### config.mk
export PLATFORM = sky130hd
export DESIGN_NAME = muldiv_seq
export DESIGN_NICKNAME = d
export VERILOG_FILES = /design/src/rtl/muldiv_seq.sv
export SDC_FILE = /design/constraint.sdc
export NUM_CORES = 1
export LEC_CHECK = 0
export CORE_AREA = 5 5 175 135
export CTS_CLUSTER_DIAMETER = 100
export CTS_CLUSTER_SIZE = 16
export DETAILED_ROUTE_END_ITERATION = 6
export DIE_AREA = 0 0 180 140
export PLACE_DENSITY = 0.68
export SLEW_MARGIN = 20
export SYNTH_ARGS = -nofsm -noshare
export SYNTH_HDL_FRONTEND = slang
export SYNTH_SLANG_ARGS = --single-unit
### constraint.sdc
create_clock -name clk -period 6.15 [get_ports clk]
set_clock_uncertainty 0.1 [all_clocks]
set_input_delay 1.23 -clock clk [delete_from_list [all_inputs] [get_ports clk]]
set_output_delay 1.23 -clock clk [all_outputs]
set_load 0.03 [all_outputs]
### src/rtl/muldiv_seq.sv
// Iterative unsigned MUL/MULHU/DIVU/REMU sequencer that time-shares the core ALU,
// two ALU cycles per bit. Define MULDIV_DIV_EN to build the divide datapath.
module muldiv_seq #(
    parameter int XLEN = 32
) (
    input  logic            clk,
    input  logic            rst,
    input  logic            start,
    input  logic [1:0]      op,
    input  logic [XLEN-1:0] rs1,
    input  logic [XLEN-1:0] rs2,
    input  logic            kill,
    output logic            busy,
    output logic            done,
    output logic [XLEN-1:0] result,
    output logic [3:0]      alu_aluop,
    output logic [XLEN-1:0] alu_opr_a,
    output logic [XLEN-1:0] alu_opr_b,
    input  logic [XLEN-1:0] alu_opr_res
);

    localparam logic [3:0] ALU_ADD  = 4'b0000;
    localparam logic [3:0] ALU_SUB  = 4'b0001;
    localparam logic [3:0] ALU_SLTU = 4'b0100;
    localparam logic [4:0] CNT_LAST = 5'd31;

    typedef enum logic [1:0] {
        IDLE   = 2'd0,
        STEP_A = 2'd1,
        STEP_B = 2'd2,
        DONE   = 2'd3
    } state_t;

    state_t state_q, state_d;

    // hi/lo double as rem/quo, mcand as divisor and sum as the shifted remainder.
    logic [1:0]      op_q, op_d;
    logic [XLEN-1:0] mcand_q, mcand_d;
    logic [XLEN-1:0] hi_q, hi_d;
    logic [XLEN-1:0] lo_q, lo_d;
    logic [XLEN-1:0] sum_q, sum_d;
    logic [4:0]      cnt_q, cnt_d;
    logic [XLEN-1:0] result_q, result_d;
    logic [XLEN-1:0] finalVal;
`ifdef MULDIV_DIV_EN
    logic            ge_q, ge_d;
`endif

    always_ff @(posedge clk or posedge rst) begin
        if (rst) begin
            state_q <= IDLE;
        end else begin
            state_q <= state_d;
        end
    end

    always_comb begin
        state_d = state_q;
        if (kill) begin
            state_d = IDLE;
        end else begin
            unique case (state_q)
                IDLE: begin
                    if (start) begin
`ifdef MULDIV_DIV_EN
                        state_d = STEP_A;
`else
                        state_d = op[1] ? DONE : STEP_A;
`endif
                    end
                end
                STEP_A: state_d = STEP_B;
                STEP_B: state_d = (cnt_q == CNT_LAST) ? DONE : STEP_A;
                DONE:   state_d = IDLE;
                default: state_d = IDLE;
            endcase
        end
    end

    always_comb begin
        finalVal = '0;
        unique case (op_q)
            2'b00: finalVal = lo_q;
            2'b01: finalVal = hi_q;
`ifdef MULDIV_DIV_EN
            2'b10: finalVal = lo_q;
            2'b11: finalVal = hi_q;
`endif
            default: finalVal = '0;
        endcase
    end

    // Result is shown live during DONE so it is valid with the done pulse; a kill
    // in DONE leaves the registered copy untouched.
    always_comb begin
        busy      = (state_q != IDLE);
        done      = (state_q == DONE) && !kill;
        result    = done ? finalVal : result_q;
        alu_aluop = ALU_ADD;
        alu_opr_a = '0;
        alu_opr_b = '0;
        unique case (state_q)
            STEP_A: begin
`ifdef MULDIV_DIV_EN
                if (op_q[1]) begin
                    alu_aluop = ALU_SLTU;
                    alu_opr_a = {hi_q[XLEN-2:0], lo_q[XLEN-1]};
                    alu_opr_b = mcand_q;
                end else
`endif
                begin
                    alu_aluop = ALU_ADD;
                    alu_opr_a = hi_q;
                    alu_opr_b = lo_q[0] ? mcand_q : '0;
                end
            end
            STEP_B: begin
`ifdef MULDIV_DIV_EN
                if (op_q[1]) begin
                    alu_aluop = ALU_SUB;
                    alu_opr_a = sum_q;
                    alu_opr_b = mcand_q;
                end else
`endif
                begin
                    alu_aluop = ALU_SLTU;
                    alu_opr_a = sum_q;
                    alu_opr_b = hi_q;
                end
            end
            default: begin
                alu_aluop = ALU_ADD;
                alu_opr_a = '0;
                alu_opr_b = '0;
            end
        endcase
    end

    always_comb begin
        op_d     = op_q;
        mcand_d  = mcand_q;
        hi_d     = hi_q;
        lo_d     = lo_q;
        sum_d    = sum_q;
        cnt_d    = cnt_q;
        result_d = result_q;
`ifdef MULDIV_DIV_EN
        ge_d     = ge_q;
`endif
        unique case (state_q)
            IDLE: begin
                if (start && !kill) begin
                    op_d    = op;
                    mcand_d = rs2;
                    hi_d    = '0;
                    lo_d    = rs1;
                    cnt_d   = '0;
                end
            end
            STEP_A: begin
`ifdef MULDIV_DIV_EN
                if (op_q[1]) begin
                    sum_d = {hi_q[XLEN-2:0], lo_q[XLEN-1]};
                    ge_d  = hi_q[XLEN-1] | ~alu_opr_res[0];
                end else
`endif
                begin
                    sum_d = alu_opr_res;
                end
            end
            STEP_B: begin
`ifdef MULDIV_DIV_EN
                if (op_q[1]) begin
                    hi_d = ge_q ? alu_opr_res : sum_q;
                    lo_d = {lo_q[XLEN-2:0], ge_q};
                end else
`endif
                begin
                    hi_d = {alu_opr_res[0], sum_q[XLEN-1:1]};
                    lo_d = {sum_q[0], lo_q[XLEN-1:1]};
                end
                if (cnt_q != CNT_LAST) begin
                    cnt_d = cnt_q + 5'd1;
                end
            end
            DONE: begin
                if (!kill) begin
                    result_d = finalVal;
                end
            end
            default: begin
                result_d = result_q;
            end
        endcase
    end

    always_ff @(posedge clk or posedge rst) begin
        if (rst) begin
            op_q     <= '0;
            mcand_q  <= '0;
            hi_q     <= '0;
            lo_q     <= '0;
            sum_q    <= '0;
            cnt_q    <= '0;
            result_q <= '0;
`ifdef MULDIV_DIV_EN
            ge_q     <= 1'b0;
`endif
        end else begin
            op_q     <= op_d;
            mcand_q  <= mcand_d;
            hi_q     <= hi_d;
            lo_q     <= lo_d;
            sum_q    <= sum_d;
            cnt_q    <= cnt_d;
            result_q <= result_d;
`ifdef MULDIV_DIV_EN
            ge_q     <= ge_d;
`endif
        end
    end

endmodule

==> impl_metrics.tcl <==
set metrics [dict create \
    ant_nets 0 \
    cp-end-kind "output pin" \
    syn_area_mm2 0.00847 \
    cts_resized 0 \
    die_w_um 180 \
    nNetsFinal 1053 \
    synthCells 784 \
    drtPass1Iterations 4 \
    clock_latency_ns 0.44 \
    grt_max_degree 98 \
    cap_violations 0 \
    cp.arrival_ns 3.51 \
    dp_hpwl_mm 16.0 \
    critical_path_required_ns 4.82 \
    antenna_found_initial 0 \
    grt_use_total_pct 19.8 \
    clock-sinks 169 \
    clockRootBuffer "clkbuf_16" \
    utilization_pct 51.3 \
    start_util_pct 39.0 \
    synth_largest_area_cell "dfrtp_1" \
    tns_ns 0 \
    worst_pin_slew_ns 1.09 \
    synth_flop_cell "dfrtp_1" \
    whs_path_depth 2 \
    ir_worst_vdd_mv 0.271 \
    first_global_vias 6569 \
    min_period_over_period_pct 78.7 \
    worst_path_max_delay_cell "clkdlybuf4s50_1" \
    max_stage_delay_ns 0.72 \
    path_cells "inv_1 > ha_4 > buf_4 > nand2_1 > a21boi_0 > clkdlybuf4s50_1" \
    hold_path_class "register to register" \
    post-place-ws_ns 1.40 \
    hold_viol 0 \
    cts_tree "done" \
    p_leak_nw 4.43 \
    cts_setup_buffers 0 \
    wl_mm 24.8 \
    yosys-top-cells-area "dfrtp_1 50%, mux2_2 8.9%, mux2i_1 7.6%, o21ai_2 5.2%, nand2_1 4.3%" \
    relSlewSlack_pct 27.5 \
    ctsHoldBuffers 0 \
    vias 6515 \
    startpoint "state_q[0]$_DFFE_PP0P_" \
    io_pins 204 \
    fp.dieH_um 140 \
    synth_most_common_cell "dfrtp_1" \
    row_count 47 \
    synth.distinct_cells 41 \
    cts_buffers 17 \
    regArea_mm2 0.00423 \
    drive_gt1_share_pct 17.6 \
    gr-total-overflow 0 \
    drv_slew 0 \
    status "complete, no violations" \
    ys_ff_latch 169 \
    synth_edf_count 0 \
    drc 0 \
    drtIter0Drc 508 \
    postSynthAreaPerCell_um2 10.8 \
    layout_setup_ws_ns 1.31 \
    syn2layout_area_growth_pct 31.5 \
    r2r_cells 7 \
    yosys-top-cells-count "169 x dfrtp_1, 98 x nand2_1, 67 x mux2_2, 67 x nand3_1, 64 x mux2i_1" \
    place.gp.congestion 0.803 \
    power_density_mw_per_mm2 477 \
    ys_async_sr_fraction_pct 100 \
    die-area_mm2 0.0252 \
    rsz0062_at_grt "no" \
    via_per_inst 5.21 \
    reg2reg_to "hi_q[20]$_DFFE_PP0P_" \
    path_class "register to output pin" \
    core-area_mm2 0.0217 \
    diodes 0 \
    clockBufferDepth 2 \
    period_minus_slack_ns 4.84 \
    multiInputGateArea_mm2 0.00387 \
    worstPathMaxFanout 53 \
    fmax_mhz 207 \
    startpoint_type "register" \
    grt_first_pass_wirelength_mm 39.6 \
    setup_viol 0 \
    fill_cells 1943 \
    reg2reg_from "state_q[0]$_DFFE_PP0P_" \
    path_clk_slew_ns 0.07 \
    r2r_slack_ns 2.97 \
    htreeDepth 4 \
    routed_wire_length_per_instance_um 19.8 \
    port_buffers 200 \
    synth_warnings 0 \
    synth_top_area_share_pct 49.9 \
    hold_path_end "result_q[13]$_DFFE_PP0N_" \
    min_from "result_q[13]$_DFFE_PP0N_" \
    ys_seq_area_share_pct 49.9 \
]
[worst max-delay path: cells and delay by family (launching register included)]
kind	cells	cell delay, ns
flip-flops	1	0.42
AND/OR/NAND/NOR	1	0.20
buffers and inverters	3	1.50
adder cells (fa/ha/maj)	1	0.67
AO/OA/AOI/OAI	1	0.24
[cells by family after synthesis]
family	after synthesis	share of synthesized area, %
buffers and inverters	78	4.93
other	1	0.0443
multiplexers	131	16.5
AND/OR/NAND/NOR	224	12.8
flip-flops	169	49.9
adder cells (fa/ha/maj)	7	1.03
AO/OA/AOI/OAI	174	14.8
[registers in the layout, indices dropped and copies added (netlist names)]
name,count
sum_q,32
op_q,2
result_q,32
state_q,2
lo_q,32
hi_q,32
mcand_q,32
cnt_q,5
[how the worst max path moves through the flow]
stage | to | slack (ns)
final | alu_opr_a[17] | 1.31
after global routing | alu_opr_a[27] | 1.07
after CTS | alu_opr_a[17] | 1.35
after detailed placement | result[5] | 1.40
after global placement | result[4] | 1.49
after floorplan | cnt_q[0]$_DFFE_PP0P_ | 0.24
[report_power, final]
part	leakage, nW	total [mW]	internal [mW]	switching [mW]
registers	2.13	2.03	1.62	0.411
logic	2.04	2.24	1.02	1.23
clock network	0.255	1.04	0.572	0.472
total	4.43	5.32	3.21	2.11
[final cells by class]
type                       instances  share of cell area, %
inverter                           7                  0.281
clock inverter                    12                   1.07
timing repair buffer             210                   18.6
clock buffer                      20                   4.01
tap                              294                   3.30
sequential                       169                   38.0
multi-input combinational        539                   34.7
[metrics by stage]
| stage | cells | power (mW) | area, um2 | hold slack (ns) |
|---|---|---|---|---|
| floorplan | 786 | 3.52 | 8480 | 0.380 |
| global placement | 1219 | 4.25 | 10600 | 0.374 |
| detailed placement | 1219 | 4.30 | 10600 | 0.382 |
| CTS | 1251 | 5.36 | 11100 | 0.399 |
| global route | 1251 | 5.65 | 11100 | 0.415 |
| finish | 1251 | 5.32 | 11100 | 0.393 |
[cell usage in the layout (no fill, tap or decap), drive strengths merged, types with 6 or more instances in the layout]
| cell type | Yosys | final |
|---|---|---|
| a21boi | 31 | 31 |
| a22oi | 34 | 34 |
| buf | 45 | 10 |
| clkbuf | 26 | 20 |
| clkdlybuf4s50 | 0 | 200 |
| clkinvlp | 0 | 6 |
| dfrtp | 169 | 169 |
| ha | 7 | 7 |
| inv | 7 | 9 |
| mux2 | 67 | 67 |
| mux2i | 64 | 64 |
| nand2 | 98 | 98 |
| nand2b | 8 | 8 |
| nand3 | 67 | 67 |
| nor2b | 33 | 33 |
| o21ai | 97 | 97 |
[routing by layer]
layer	global-route usage (%)	part of all wire, %
met5	0	0
met4	4.73	1.1
met3	5.00	5.5
met2	28.2	43
met1	30.1	50
Power figures use the tool's default switching activity.
